`config.mk`:
```
export PLATFORM = sky130hd
export DESIGN_NAME = dac_interleaver_flat
export DESIGN_NICKNAME = d
export VERILOG_FILES = /design/src/rtl/lockbox_dac_pkg.sv /design/src/rtl/dac_interleaver_if.sv /design/src/rtl/dac_sat_fmt.sv /design/src/rtl/dac_interleaver.sv /design/src/flat_wrapper.sv
export SDC_FILE = /design/constraint.sdc
export NUM_CORES = 1
export LEC_CHECK = 0
export ABC_CLOCK_PERIOD_IN_PS = 2600
export BUFFER_PORTS_ARGS = -buffer_cell sky130_fd_sc_hd__buf_2
export CORE_MARGIN = 4
export CORE_UTILIZATION = 30
export DETAILED_ROUTE_END_ITERATION = 10
export PLACE_DENSITY_LB_ADDON = 0.2
export REMOVE_ABC_BUFFERS = 1
export SETUP_SLACK_MARGIN = 0.05
export SLEW_MARGIN = 5
export SYNTH_ARGS = -nofsm -noshare
export SYNTH_HDL_FRONTEND = slang
export SYNTH_SLANG_ARGS = --single-unit
```
`constraint.sdc`:
```
create_clock -name clk -period 2.6 [get_ports clk]
set_clock_uncertainty 0.2 [all_clocks]
set_input_delay 0.26 -clock clk [delete_from_list [all_inputs] [get_ports clk]]
set_output_delay 0.26 -clock clk [all_outputs]
set_load 0.05 [all_outputs]
```
`src/rtl/lockbox_dac_pkg.sv`:
```
// Purpose : shared types and helpers for the interleaved-DAC front end
//           (startup state encoding, zero-code and saturation helpers).
// Contents: dac_state_e, MAX_W, zero_code(), saturate().
package lockbox_dac_pkg;

   // Startup sequencer states.
   typedef enum logic [1:0] {
      ST_RESET  = 2'd0,
      ST_WARMUP = 2'd1,
      ST_RUN    = 2'd2
   } dac_state_e;

   // Helpers work on a fixed wide container; callers cast down to their width.
   localparam int MAX_W = 64;

   // Mid-scale code: all zeros in two's complement, MSB-only in offset binary.
   function automatic logic [MAX_W-1:0] zero_code(input int width, input logic fmt);
      logic [MAX_W-1:0] v;
      v = '0;
      if (fmt) v[width-1] = 1'b1;
      return v;
   endfunction

   // Clamp a sign-extended value into the signed range of out_w bits.
   // The caller detects clipping by comparing the result with the input.
   function automatic logic signed [MAX_W-1:0] saturate(input logic signed [MAX_W-1:0] x,
                                                        input int out_w);
      logic signed [MAX_W-1:0] hi;
      logic signed [MAX_W-1:0] lo;
      hi = (64'sd1 <<< (out_w - 1)) - 64'sd1;
      lo = -(64'sd1 <<< (out_w - 1));
      if (x > hi)      return hi;
      else if (x < lo) return lo;
      else             return x;
   endfunction

endpackage

```
`src/rtl/dac_interleaver_if.sv`:
```
// Purpose : sample-in / DDR-word-out bundle of the interleaved-DAC front end.
// Ports   : din_a/din_b + valids from the servo; dout_d1/dout_d2 + sel_d1/sel_d2
//           towards the ODDR bank. master = sample source / DAC side, slave = DUT.
interface dac_interleaver_if #(
   parameter int DATA_WIDTH = 14,
   parameter int IN_WIDTH   = 16
);
   logic signed [IN_WIDTH-1:0]   din_a;
   logic                         din_a_valid;
   logic signed [IN_WIDTH-1:0]   din_b;
   logic                         din_b_valid;
   logic        [DATA_WIDTH-1:0] dout_d1;
   logic        [DATA_WIDTH-1:0] dout_d2;
   logic                         sel_d1;
   logic                         sel_d2;

   modport master (
      output din_a, din_a_valid, din_b, din_b_valid,
      input  dout_d1, dout_d2, sel_d1, sel_d2
   );

   modport slave (
      input  din_a, din_a_valid, din_b, din_b_valid,
      output dout_d1, dout_d2, sel_d1, sel_d2
   );
endinterface

```
`src/rtl/dac_sat_fmt.sv`:
```
// Purpose : one DAC channel: hold-fill stage 1, saturate/format stage 2, sticky clip flag.
// Latency : 2 cycles sample-in to o_dout; no backpressure, a missing sample repeats the last one.
// Ports   : clk/rst_n; i_clr (drop hold), i_run/i_run_nxt (sequencer), i_din/i_valid,
//           i_en/i_fmt/i_sat_clr controls; o_dout word, o_sat flag, o_underrun strobe.
module dac_sat_fmt
   import lockbox_dac_pkg::*;
#(
   parameter int DATA_WIDTH = 14,
   parameter int IN_WIDTH   = 16
) (
   input  logic                         clk,
   input  logic                         rst_n,
   input  logic                         i_clr,
   input  logic                         i_run,
   input  logic                         i_run_nxt,
   input  logic signed [IN_WIDTH-1:0]   i_din,
   input  logic                         i_valid,
   input  logic                         i_en,
   input  logic                         i_fmt,
   input  logic                         i_sat_clr,
   output logic        [DATA_WIDTH-1:0] o_dout,
   output logic                         o_sat,
   output logic                         o_underrun
);

   // Stage 1 doubles as the hold register: it only loads on an accepted sample.
   logic signed [IN_WIDTH-1:0]   r_hold;
   logic        [DATA_WIDTH-1:0] r_dout;
   logic                         r_sat;

   logic signed [MAX_W-1:0]      w_sext;
   logic signed [MAX_W-1:0]      w_satv;
   logic                         w_clip;
   logic        [DATA_WIDTH-1:0] w_zero;
   logic        [DATA_WIDTH-1:0] w_word;
   logic        [DATA_WIDTH-1:0] w_dout_nxt;
   logic                         w_sat_set;

   assign w_sext = MAX_W'(r_hold);
   assign w_satv = saturate(w_sext, DATA_WIDTH);
   assign w_clip = (w_satv != w_sext);
   assign w_zero = DATA_WIDTH'(zero_code(DATA_WIDTH, i_fmt));
   // Offset binary is two's complement with the MSB flipped.
   assign w_word = DATA_WIDTH'(w_satv) ^ {i_fmt, {(DATA_WIDTH-1){1'b0}}};

   // Stage 2 is gated by the next state so the word registered on the edge that
   // leaves RUN (restart) is already the zero code.
   always_comb begin
      w_dout_nxt = w_zero;
      if (i_run_nxt && i_en) w_dout_nxt = w_word;
   end

   assign w_sat_set  = i_run_nxt & i_en & w_clip;
   assign o_underrun = i_run & i_en & ~i_valid;

   always_ff @(posedge clk or negedge rst_n) begin
      if (!rst_n) begin
         r_hold <= '0;
         r_dout <= '0;
         r_sat  <= 1'b0;
      end else begin
         if (i_clr)                r_hold <= '0;
         else if (i_run && i_valid) r_hold <= i_din;
         r_dout <= w_dout_nxt;
         // A new clip in the same cycle as the clear keeps the flag set.
         r_sat  <= w_sat_set | (r_sat & ~i_sat_clr);
      end
   end

   assign o_dout = r_dout;
   assign o_sat  = r_sat;

endmodule

```
`src/rtl/dac_interleaver.sv`:
```
// Purpose : dual-channel DAC front end: startup sequencer, per-channel saturate/format, DDR words.
// Latency : 2 cycles sample-in to dout_d1 (B) / dout_d2 (A); no backpressure, gaps are hold-filled.
// Ports   : clk, rst_n, restart, fmt_offset_bin, ch_en, sat_clr; dac_if (samples in, D1/D2 + sel out);
//           dac_rst_o, running, sat_flags, underrun_cnt status.
module dac_interleaver
   import lockbox_dac_pkg::*;
#(
   parameter int DATA_WIDTH  = 14,
   parameter int IN_WIDTH    = 16,
   parameter int RST_CYCLES  = 16,
   parameter int WARM_CYCLES = 64,
   parameter int CNT_WIDTH   = 16
) (
   input  logic                 clk,
   input  logic                 rst_n,
   input  logic                 restart,
   input  logic                 fmt_offset_bin,
   input  logic [1:0]           ch_en,
   input  logic                 sat_clr,
   dac_interleaver_if.slave     dac_if,
   output logic                 dac_rst_o,
   output logic                 running,
   output logic [1:0]           sat_flags,
   output logic [CNT_WIDTH-1:0] underrun_cnt
);

   localparam int CMAX = (RST_CYCLES > WARM_CYCLES) ? RST_CYCLES : WARM_CYCLES;
   localparam int CW   = $clog2(CMAX + 1);

   dac_state_e            r_state;
   dac_state_e            w_state_nxt;
   logic [CW-1:0]         r_cnt;
   logic [CW-1:0]         w_cnt_nxt;
   logic                  r_dac_rst;
   logic                  r_running;
   logic                  r_sel_d1;
   logic [CNT_WIDTH-1:0]  r_und;

   logic                  w_run;
   logic                  w_run_nxt;
   logic [DATA_WIDTH-1:0] w_dout_a;
   logic [DATA_WIDTH-1:0] w_dout_b;
   logic                  w_sat_a;
   logic                  w_sat_b;
   logic                  w_und_a;
   logic                  w_und_b;
   logic [1:0]            w_und_inc;
   logic [CNT_WIDTH:0]    w_und_sum;

   // ---------------- startup sequencer ----------------
   always_comb begin
      w_state_nxt = r_state;
      w_cnt_nxt   = r_cnt;
      if (restart) begin
         w_state_nxt = ST_RESET;
         w_cnt_nxt   = '0;
      end else begin
         case (r_state)
            ST_RESET: begin
               if (r_cnt == CW'(RST_CYCLES - 1)) begin
                  w_state_nxt = ST_WARMUP;
                  w_cnt_nxt   = '0;
               end else begin
                  w_cnt_nxt = r_cnt + CW'(1);
               end
            end
            ST_WARMUP: begin
               if (r_cnt == CW'(WARM_CYCLES - 1)) begin
                  w_state_nxt = ST_RUN;
                  w_cnt_nxt   = '0;
               end else begin
                  w_cnt_nxt = r_cnt + CW'(1);
               end
            end
            ST_RUN: begin
               w_state_nxt = ST_RUN;
            end
            default: begin
               w_state_nxt = ST_RESET;
               w_cnt_nxt   = '0;
            end
         endcase
      end
   end

   // Status outputs are registered from the next state so they line up with r_state.
   always_ff @(posedge clk or negedge rst_n) begin
      if (!rst_n) begin
         r_state   <= ST_RESET;
         r_cnt     <= '0;
         r_dac_rst <= 1'b1;
         r_running <= 1'b0;
         r_sel_d1  <= 1'b0;
      end else begin
         r_state   <= w_state_nxt;
         r_cnt     <= w_cnt_nxt;
         r_dac_rst <= (w_state_nxt == ST_RESET);
         r_running <= (w_state_nxt == ST_RUN);
         r_sel_d1  <= 1'b1;
      end
   end

   assign w_run     = (r_state == ST_RUN);
   assign w_run_nxt = (w_state_nxt == ST_RUN);

   // ---------------- channel datapaths ----------------
   dac_sat_fmt #(.DATA_WIDTH(DATA_WIDTH), .IN_WIDTH(IN_WIDTH)) u_ch_a (
      .clk        (clk),
      .rst_n      (rst_n),
      .i_clr      (restart),
      .i_run      (w_run),
      .i_run_nxt  (w_run_nxt),
      .i_din      (dac_if.din_a),
      .i_valid    (dac_if.din_a_valid),
      .i_en       (ch_en[0]),
      .i_fmt      (fmt_offset_bin),
      .i_sat_clr  (sat_clr),
      .o_dout     (w_dout_a),
      .o_sat      (w_sat_a),
      .o_underrun (w_und_a)
   );

   dac_sat_fmt #(.DATA_WIDTH(DATA_WIDTH), .IN_WIDTH(IN_WIDTH)) u_ch_b (
      .clk        (clk),
      .rst_n      (rst_n),
      .i_clr      (restart),
      .i_run      (w_run),
      .i_run_nxt  (w_run_nxt),
      .i_din      (dac_if.din_b),
      .i_valid    (dac_if.din_b_valid),
      .i_en       (ch_en[1]),
      .i_fmt      (fmt_offset_bin),
      .i_sat_clr  (sat_clr),
      .o_dout     (w_dout_b),
      .o_sat      (w_sat_b),
      .o_underrun (w_und_b)
   );

   // ---------------- underrun counter ----------------
   // Both channels missing in one cycle add 2; the extra sum bit flags overflow.
   assign w_und_inc = {1'b0, w_und_a} + {1'b0, w_und_b};
   assign w_und_sum = {1'b0, r_und} + {{(CNT_WIDTH-1){1'b0}}, w_und_inc};

   always_ff @(posedge clk or negedge rst_n) begin
      if (!rst_n) r_und <= '0;
      else        r_und <= w_und_sum[CNT_WIDTH] ? '1 : w_und_sum[CNT_WIDTH-1:0];
   end

   // ---------------- outputs ----------------
   // B goes out on the rising edge (D1), A on the falling edge (D2).
   assign dac_if.dout_d1 = w_dout_b;
   assign dac_if.dout_d2 = w_dout_a;
   assign dac_if.sel_d1  = r_sel_d1;
   assign dac_if.sel_d2  = 1'b0;
   assign dac_rst_o      = r_dac_rst;
   assign running        = r_running;
   assign sat_flags      = {w_sat_b, w_sat_a};
   assign underrun_cnt   = r_und;

endmodule
```
`src/flat_wrapper.sv`:
```
// flat-port wrapper written by rule: the top's interface ports become plain ports
module dac_interleaver_flat import lockbox_dac_pkg::*;
#(
   parameter int DATA_WIDTH  = 14,
   parameter int IN_WIDTH    = 16,
   parameter int RST_CYCLES  = 16,
   parameter int WARM_CYCLES = 64,
   parameter int CNT_WIDTH   = 16
)
  (clk, rst_n, restart, fmt_offset_bin, ch_en, sat_clr, dac_rst_o, running, sat_flags, underrun_cnt, dac_if_din_a, dac_if_din_a_valid, dac_if_din_b, dac_if_din_b_valid, dac_if_dout_d1, dac_if_dout_d2, dac_if_sel_d1, dac_if_sel_d2);
  dac_interleaver_if #(.DATA_WIDTH(DATA_WIDTH), .IN_WIDTH(IN_WIDTH)) dac_if_i ();
  input  logic clk;
  input  logic rst_n;
  input  logic restart;
  input  logic fmt_offset_bin;
  input  logic [1:0] ch_en;
  input  logic sat_clr;
  output logic dac_rst_o;
  output logic running;
  output logic [1:0] sat_flags;
  output logic [CNT_WIDTH-1:0] underrun_cnt;
  input wire logic [$bits(dac_if_i.din_a)-1:0] dac_if_din_a;
  input wire logic [$bits(dac_if_i.din_a_valid)-1:0] dac_if_din_a_valid;
  input wire logic [$bits(dac_if_i.din_b)-1:0] dac_if_din_b;
  input wire logic [$bits(dac_if_i.din_b_valid)-1:0] dac_if_din_b_valid;
  output wire logic [$bits(dac_if_i.dout_d1)-1:0] dac_if_dout_d1;
  output wire logic [$bits(dac_if_i.dout_d2)-1:0] dac_if_dout_d2;
  output wire logic [$bits(dac_if_i.sel_d1)-1:0] dac_if_sel_d1;
  output wire logic [$bits(dac_if_i.sel_d2)-1:0] dac_if_sel_d2;
  assign dac_if_i.din_a = dac_if_din_a;
  assign dac_if_i.din_a_valid = dac_if_din_a_valid;
  assign dac_if_i.din_b = dac_if_din_b;
  assign dac_if_i.din_b_valid = dac_if_din_b_valid;
  assign dac_if_dout_d1 = dac_if_i.dout_d1;
  assign dac_if_dout_d2 = dac_if_i.dout_d2;
  assign dac_if_sel_d1 = dac_if_i.sel_d1;
  assign dac_if_sel_d2 = dac_if_i.sel_d2;
  dac_interleaver #(.DATA_WIDTH(DATA_WIDTH), .IN_WIDTH(IN_WIDTH), .RST_CYCLES(RST_CYCLES), .WARM_CYCLES(WARM_CYCLES), .CNT_WIDTH(CNT_WIDTH)) u_core (.clk(clk), .rst_n(rst_n), .restart(restart), .fmt_offset_bin(fmt_offset_bin), .ch_en(ch_en), .sat_clr(sat_clr), .dac_if(dac_if_i), .dac_rst_o(dac_rst_o), .running(running), .sat_flags(sat_flags), .underrun_cnt(underrun_cnt));
endmodule
```
# [Word level (Yosys, flattened, before mapping)]
# Index checks and enable logic that the tools add are counted.
[word_totals] regBits=90 input_bits=41 output_inout_bits=50 wordCells=72
[op_classes] addsub=3 magnitude_cmp=4 n_eq_ne=8 n_mux=20 bitwise_logic=17 n_reduce_logical=8
[ops] operator="$mux W64" count=4
[ops] operator="$ne A64 B16 Y1" count=2
[ops] operator="$mux W16" count=5
[ops] operator="$gt A16 B14 Y1 const B" count=2
[ops] operator="$lt A16 B14 Y1 const B" count=2
[ops] operator="$mux W14" count=2
[ops] operator="$xor A14 B14 Y14" count=2
[ops] operator="$mux W7" count=3
[ops] operator="$pmux W7 S3" count=1
[ops] operator="$add A16 B2 Y17" count=1
[ops] operator="$and A1 B1 Y1" count=10
[ops] operator="$add A7 B1 Y7 const B" count=1
[ops] operator="$eq A7 B4 Y1 const B" count=1
[ops] operator="$eq A7 B6 Y1 const B" count=1
[ops] operator="$mux W2" count=3
[ops] operator="$pmux W2 S3" count=1
[ops] operator="$eq A2 B2 Y1 const B" count=2
[ops] operator="$logic_and A1 B1 Y1" count=4
[ops] operator="$logic_not A2 Y1" count=2
[ops] operator="$reduce_bool A2 Y1" count=2
[ops] operator="$not A1 Y1" count=3
[ops] operator="$add A1 B1 Y2" count=1
[ops] operator="$eq A2 B1 Y1 const B" count=1
[ops] operator="$ne A2 B2 Y1 const B" count=1
[ops] operator="2 further kinds" count=3

# [Depth between registers and ports, before layout]
[depth] ltp_word=8 ltp_mapped=9 depth_no_buf=8

# [By module]
# Synthesis repeated with hierarchy kept, for this count alone.
[hier_totals] cells_unflattened=419 area_unflattened_um2=4117.7
[by_module_without_submodules] module="dac_sat_fmt" n_inst=2 cells_per_inst=134 area_per_inst_um2=1322.5 seq_area_each_um2=775.7
[by_module_without_submodules] module="dac_interleaver" n_inst=1 cells_per_inst=151 area_per_inst_um2=1472.7 seq_area_each_um2=701.9

# [Worst setup path before layout]
# No wires, ideal clock.
[synth_timing] path_kind="reg2reg" startpoint="reg u_core.r_state[0]" endpoint="reg u_core.r_und[14], in the netlist u_core.underrun_cnt[14]" setup_ns=0.128 arrival_time_ns=2.308 required_ns=2.272 slack_ns=-0.036 stages_incl_launch_ff=9 path_buffers=0 synth_period_minus_slack_ns=2.636 path_cell_list="dfrtp_1 nand2b_1 nor3b_1 fa_1 ha_1 nand3_1 nor3_2 nand3_1 mux2_1"
[synth_via] elab_chain_cells=6 elab_cells_between_ends=8 classes_between="add/sub (2); eq/ne (1); mux (1); bitwise (4)"
[synth_lines] element="start, declared" line_no="dac_interleaver.sv:30" rtl="dac_state_e r_state;"
[synth_lines] element="start signal, assigned" line_no="dac_interleaver.sv:95" rtl="r_state <= w_state_nxt;"
[synth_lines] element="$eq A2 B2 Y1 (*)" line_no="dac_interleaver.sv:103" rtl="assign w_run = (r_state == ST_RUN);"
[synth_lines] element="$and A1 B1 Y1 (2 in series)" line_no="dac_sat_fmt.sv:54" rtl="assign o_underrun = i_run & i_en & ~i_valid;"
[synth_lines] element="$add A1 B1 Y2 (*)" line_no="dac_interleaver.sv:141" rtl="assign w_und_inc = {1'b0, w_und_a} + {1'b0, w_und_b};"
[synth_lines] element="$add A16 B2 Y17 (*)" line_no="dac_interleaver.sv:142" rtl="assign w_und_sum = {1'b0, r_und} + {{(CNT_WIDTH-1){1'b0}}, w_und_inc};"
[synth_lines] element="$mux W16 (*)" line_no="dac_interleaver.sv:146" rtl="else r_und <= w_und_sum[CNT_WIDTH] ? '1 : w_und_sum[CNT_WIDTH-1:0];"
[synth_lines] element="end signal, assigned" line_no="dac_interleaver.sv:146"
[synth_lines] element="end, declared" line_no="dac_interleaver.sv:37" rtl="logic [CNT_WIDTH-1:0] r_und;"
# Every way passes the cells marked *; elsewhere a longest branch is shown, timed or not.
# A chain may end at the register's enable or synchronous reset.

# [Worst setup path in the final report]
# Same ends and word-level chain as after synthesis.

==> results_dict.tcl <==
set metrics [dict create \
    run_status "complete, no violations" \
    cts-root-buf "clkbuf_16" \
    via_per_inst 4.63 \
    std_cell_rows 41 \
    die_h_um 123 \
    yosys_warnings 0 \
    netlist_area_um2 3960 \
    worst-path-max-fanout 4 \
    slew_headroom 0.611 \
    clk_latency_ns 0.34 \
    rr_worst_depth 8 \
    worst_path_max_delay_cell "dfrtp_1" \
    r2r-end "u_core.underrun_cnt[14]" \
    cts_setup_buffers 0 \
    grt_pass1_vias 3159 \
    placement.io_buffers 89 \
    rsz0062_at_grt "yes" \
    hp-class "in -> reg" \
    htree_num_levels 3 \
    ys_seq_area_frac 0.569 \
    vdd.ir_drop.worst_mv 0.218 \
    synthDistinctLibCells 51 \
    grt_max_degree 48 \
    period_share 0.914 \
    synth_edf_count 0 \
    finalSetupViolCount 0 \
    layout.nets 549 \
    crit_path_end_kind "flip-flop" \
    dp.final_hpwl_mm 6.58 \
    arrival_ns 2.40 \
    fmaxAchievable_mhz 421 \
    wl_per_cell_um 14.3 \
    r2r_start "u_core.r_state[0]" \
    setup.worst_path.end "u_core.underrun_cnt[14]" \
    cts_buffers 9 \
    first_pass_iters 4 \
    fin_tns_setup_ns 0 \
    drive_above_1_share 0.252 \
    leakage_uw 0.00253 \
    clk_pin_slew_ns 0.07 \
    areaGrowthSynthToFinish_pct 33.9 \
    overflow 0 \
    async_flop_share 1.00 \
    slowest_delay_ns 0.37 \
    syn-mean-instance-area_um2 10.5 \
    tightest_slew_ns 0.578 \
    fin_util 0.415 \
    critPathLaunch "u_core.r_state[0]" \
    die_area_um2 15100 \
    n_antenna_cell 0 \
    path_cells "nand2b_1 -> nor3b_2 -> fa_2 -> ha_1 -> nand3_2 -> nor3_4 -> nand3_1 -> mux2_1" \
    grt.total_usage 0.137 \
    layout_common_cells "89 x dfrtp_1, 88 x buf_2, 52 x nand2_1" \
    stdcell_count 680 \
    totalWireLength_mm 9.72 \
    clock-sinks 90 \
    cts_tree "yes" \
    core_um2 12800 \
    required_ns 2.62 \
    gp_congestion 0.775 \
    synthesis.instances 377 \
    ioPinCount 91 \
    startpoint_type "flip-flop" \
    finalMaxSlewViolations 0 \
    grt_pass1_wl_mm 16.0 \
    ys.flop_type "dfrtp_1" \
    drc_errors 0 \
    drv_cap 0 \
    clockBufferDepth 2 \
    antenna_found_initial 0 \
    vias 3146 \
    dp_cells 629 \
    finalPower_uw 2910 \
    criticalPathCategory "reg -> reg" \
    fill_cells 1256 \
    hold_viol_final 0 \
    dr.first_iter.drc_count 164 \
    finalCriticalPeriod_ns 2.38 \
    powerDensity_nw_per_um2 548 \
    floorplan.initialDensity 0.310 \
    final_common_cell "dfrtp_1" \
    rrSetupSlack_ns 0.22 \
    die_w_um 123 \
    ant_nets 0 \
    ys_ff_latch 90 \
]
==> state kept, by name (all words and copies together) (netlist names) <==
signal / flops
u_core.u_ch_a.r_hold: 16
u_core.running: 1
u_core.u_ch_a.o_sat: 1
u_core.u_ch_b.o_dout: 14
u_core.dac_if.sel_d1: 1
u_core.r_state: 2
u_core.u_ch_b.r_hold: 16
u_core.u_ch_a.o_dout: 14
u_core.dac_rst_o: 1
u_core.underrun_cnt: 16
u_core.u_ch_b.o_sat: 1
u_core.r_cnt: 7
==> what timing repair did <==
item,in CTS,in global routing
hold buffers,35,0
hold endpoints to repair,78,0
resized for setup,2,4
endpoints found under the setup margin,1,16
pin swaps,0,4
==> where the power goes <==
part | leakage [uW] | internal [uW] | switching (uW) | total [uW]
Combinational | 0.00115 | 79.6 | 98.1 | 178
Clock | 0.000143 | 772 | 541 | 1310
Sequential | 0.00124 | 1410 | 7.65 | 1420
Total | 0.00253 | 2260 | 647 | 2910
==> through the flow <==
stage                     instance area (um^2)  setup slack (ns)  hold WS (ns)
final                                     5310             0.225        0.0435
after global routing                      5310            0.0353        0.0573
after CTS                                 5280            0.0674        0.0374
after detailed placement                  4630            0.0377         0.110
after global placement                    4630             0.130         0.108
after floorplan                           3860           -0.0473        -0.236
==> Yosys cell counts, types with 3 or more instances <==
master | instances | share of area
nor2_1 | 7 | 0.0066
inv_1 | 9 | 0.0085
nand2_1 | 52 | 0.049
xor2_1 | 4 | 0.0088
nor3_1 | 6 | 0.0076
nor4_1 | 5 | 0.0079
a21oi_1 | 49 | 0.062
nor2b_1 | 4 | 0.0063
o21ai_0 | 3 | 0.0038
buf_4 | 4 | 0.0076
and3_1 | 5 | 0.0079
a31oi_1 | 3 | 0.0047
o21ai_1 | 7 | 0.0088
clkbuf_1 | 10 | 0.0095
ha_1 | 4 | 0.013
buf_2 | 7 | 0.0088
dfrtp_1 | 89 | 0.56
nand4_1 | 4 | 0.0063
nand2b_1 | 31 | 0.049
xnor2_1 | 9 | 0.020
nand3_1 | 11 | 0.014
a22o_1 | 16 | 0.035
nor3b_1 | 3 | 0.0057
==> worst min-delay path by stage <==
stage                  start                  endpoint  depth (start not counted)
finish              ch_en[1]  u_core.u_ch_b.o_dout[13]                          3
floorplan              rst_n      u_core.dac_if.sel_d1                          0
global placement       rst_n           u_core.r_cnt[3]                          1
global route        ch_en[1]  u_core.u_ch_b.o_dout[13]                          3
detailed placement     rst_n           u_core.r_cnt[3]                          1
CTS                 ch_en[1]  u_core.u_ch_b.o_dout[13]                          3
==> cells by family (layout without fill, tap and decap cells) <==
group | count (synthesis) | after routing | share of synthesized area
fa+ha+maj | 5 | 5 | 0.0177
other cells | 2 | 2 | 0.00190
xor+xnor | 13 | 13 | 0.0287
mux | 3 | 3 | 0.00821
compound gates | 88 | 88 | 0.139
simple gates | 145 | 145 | 0.201
flops | 90 | 90 | 0.569
buf+inv | 31 | 162 | 0.0354
==> critical path, delay by kind of cell, from the launching register on <==
kind / cells / cell delay, ns
and+or+nand+nor: 5 / 0.89
adders and majority gates: 2 / 0.49
DFF: 1 / 0.37
muxes: 1 / 0.31
==> layout make-up <==
class                           instances  area, um^2  share of cell area
Sequential cell                        90        2250               0.425
Tap cell                              172         215              0.0406
Inverter                               10        37.5             0.00707
Clock buffer                           12         246              0.0465
Timing Repair Buffer                  136         901               0.170
Multi-Input combinational cell        256        1600               0.302
Clock inverter                          4        51.3             0.00967
==> layer usage <==
| metal | wire, um | track usage | vias up | part of all wire |
|---|---|---|---|---|
| met5 | 0 | 0 | - | 0 |
| met4 | 178 | 0.0553 | 0 | 0.018 |
| met3 | 523 | 0.0334 | 11 | 0.054 |
| met2 | 4650 | 0.222 | 72 | 0.48 |
| met1 | 4370 | 0.176 | 1508 | 0.45 |
| li1 | - | - | 1555 | - |
No activity file was read; power rests on OpenSTA's default activity.
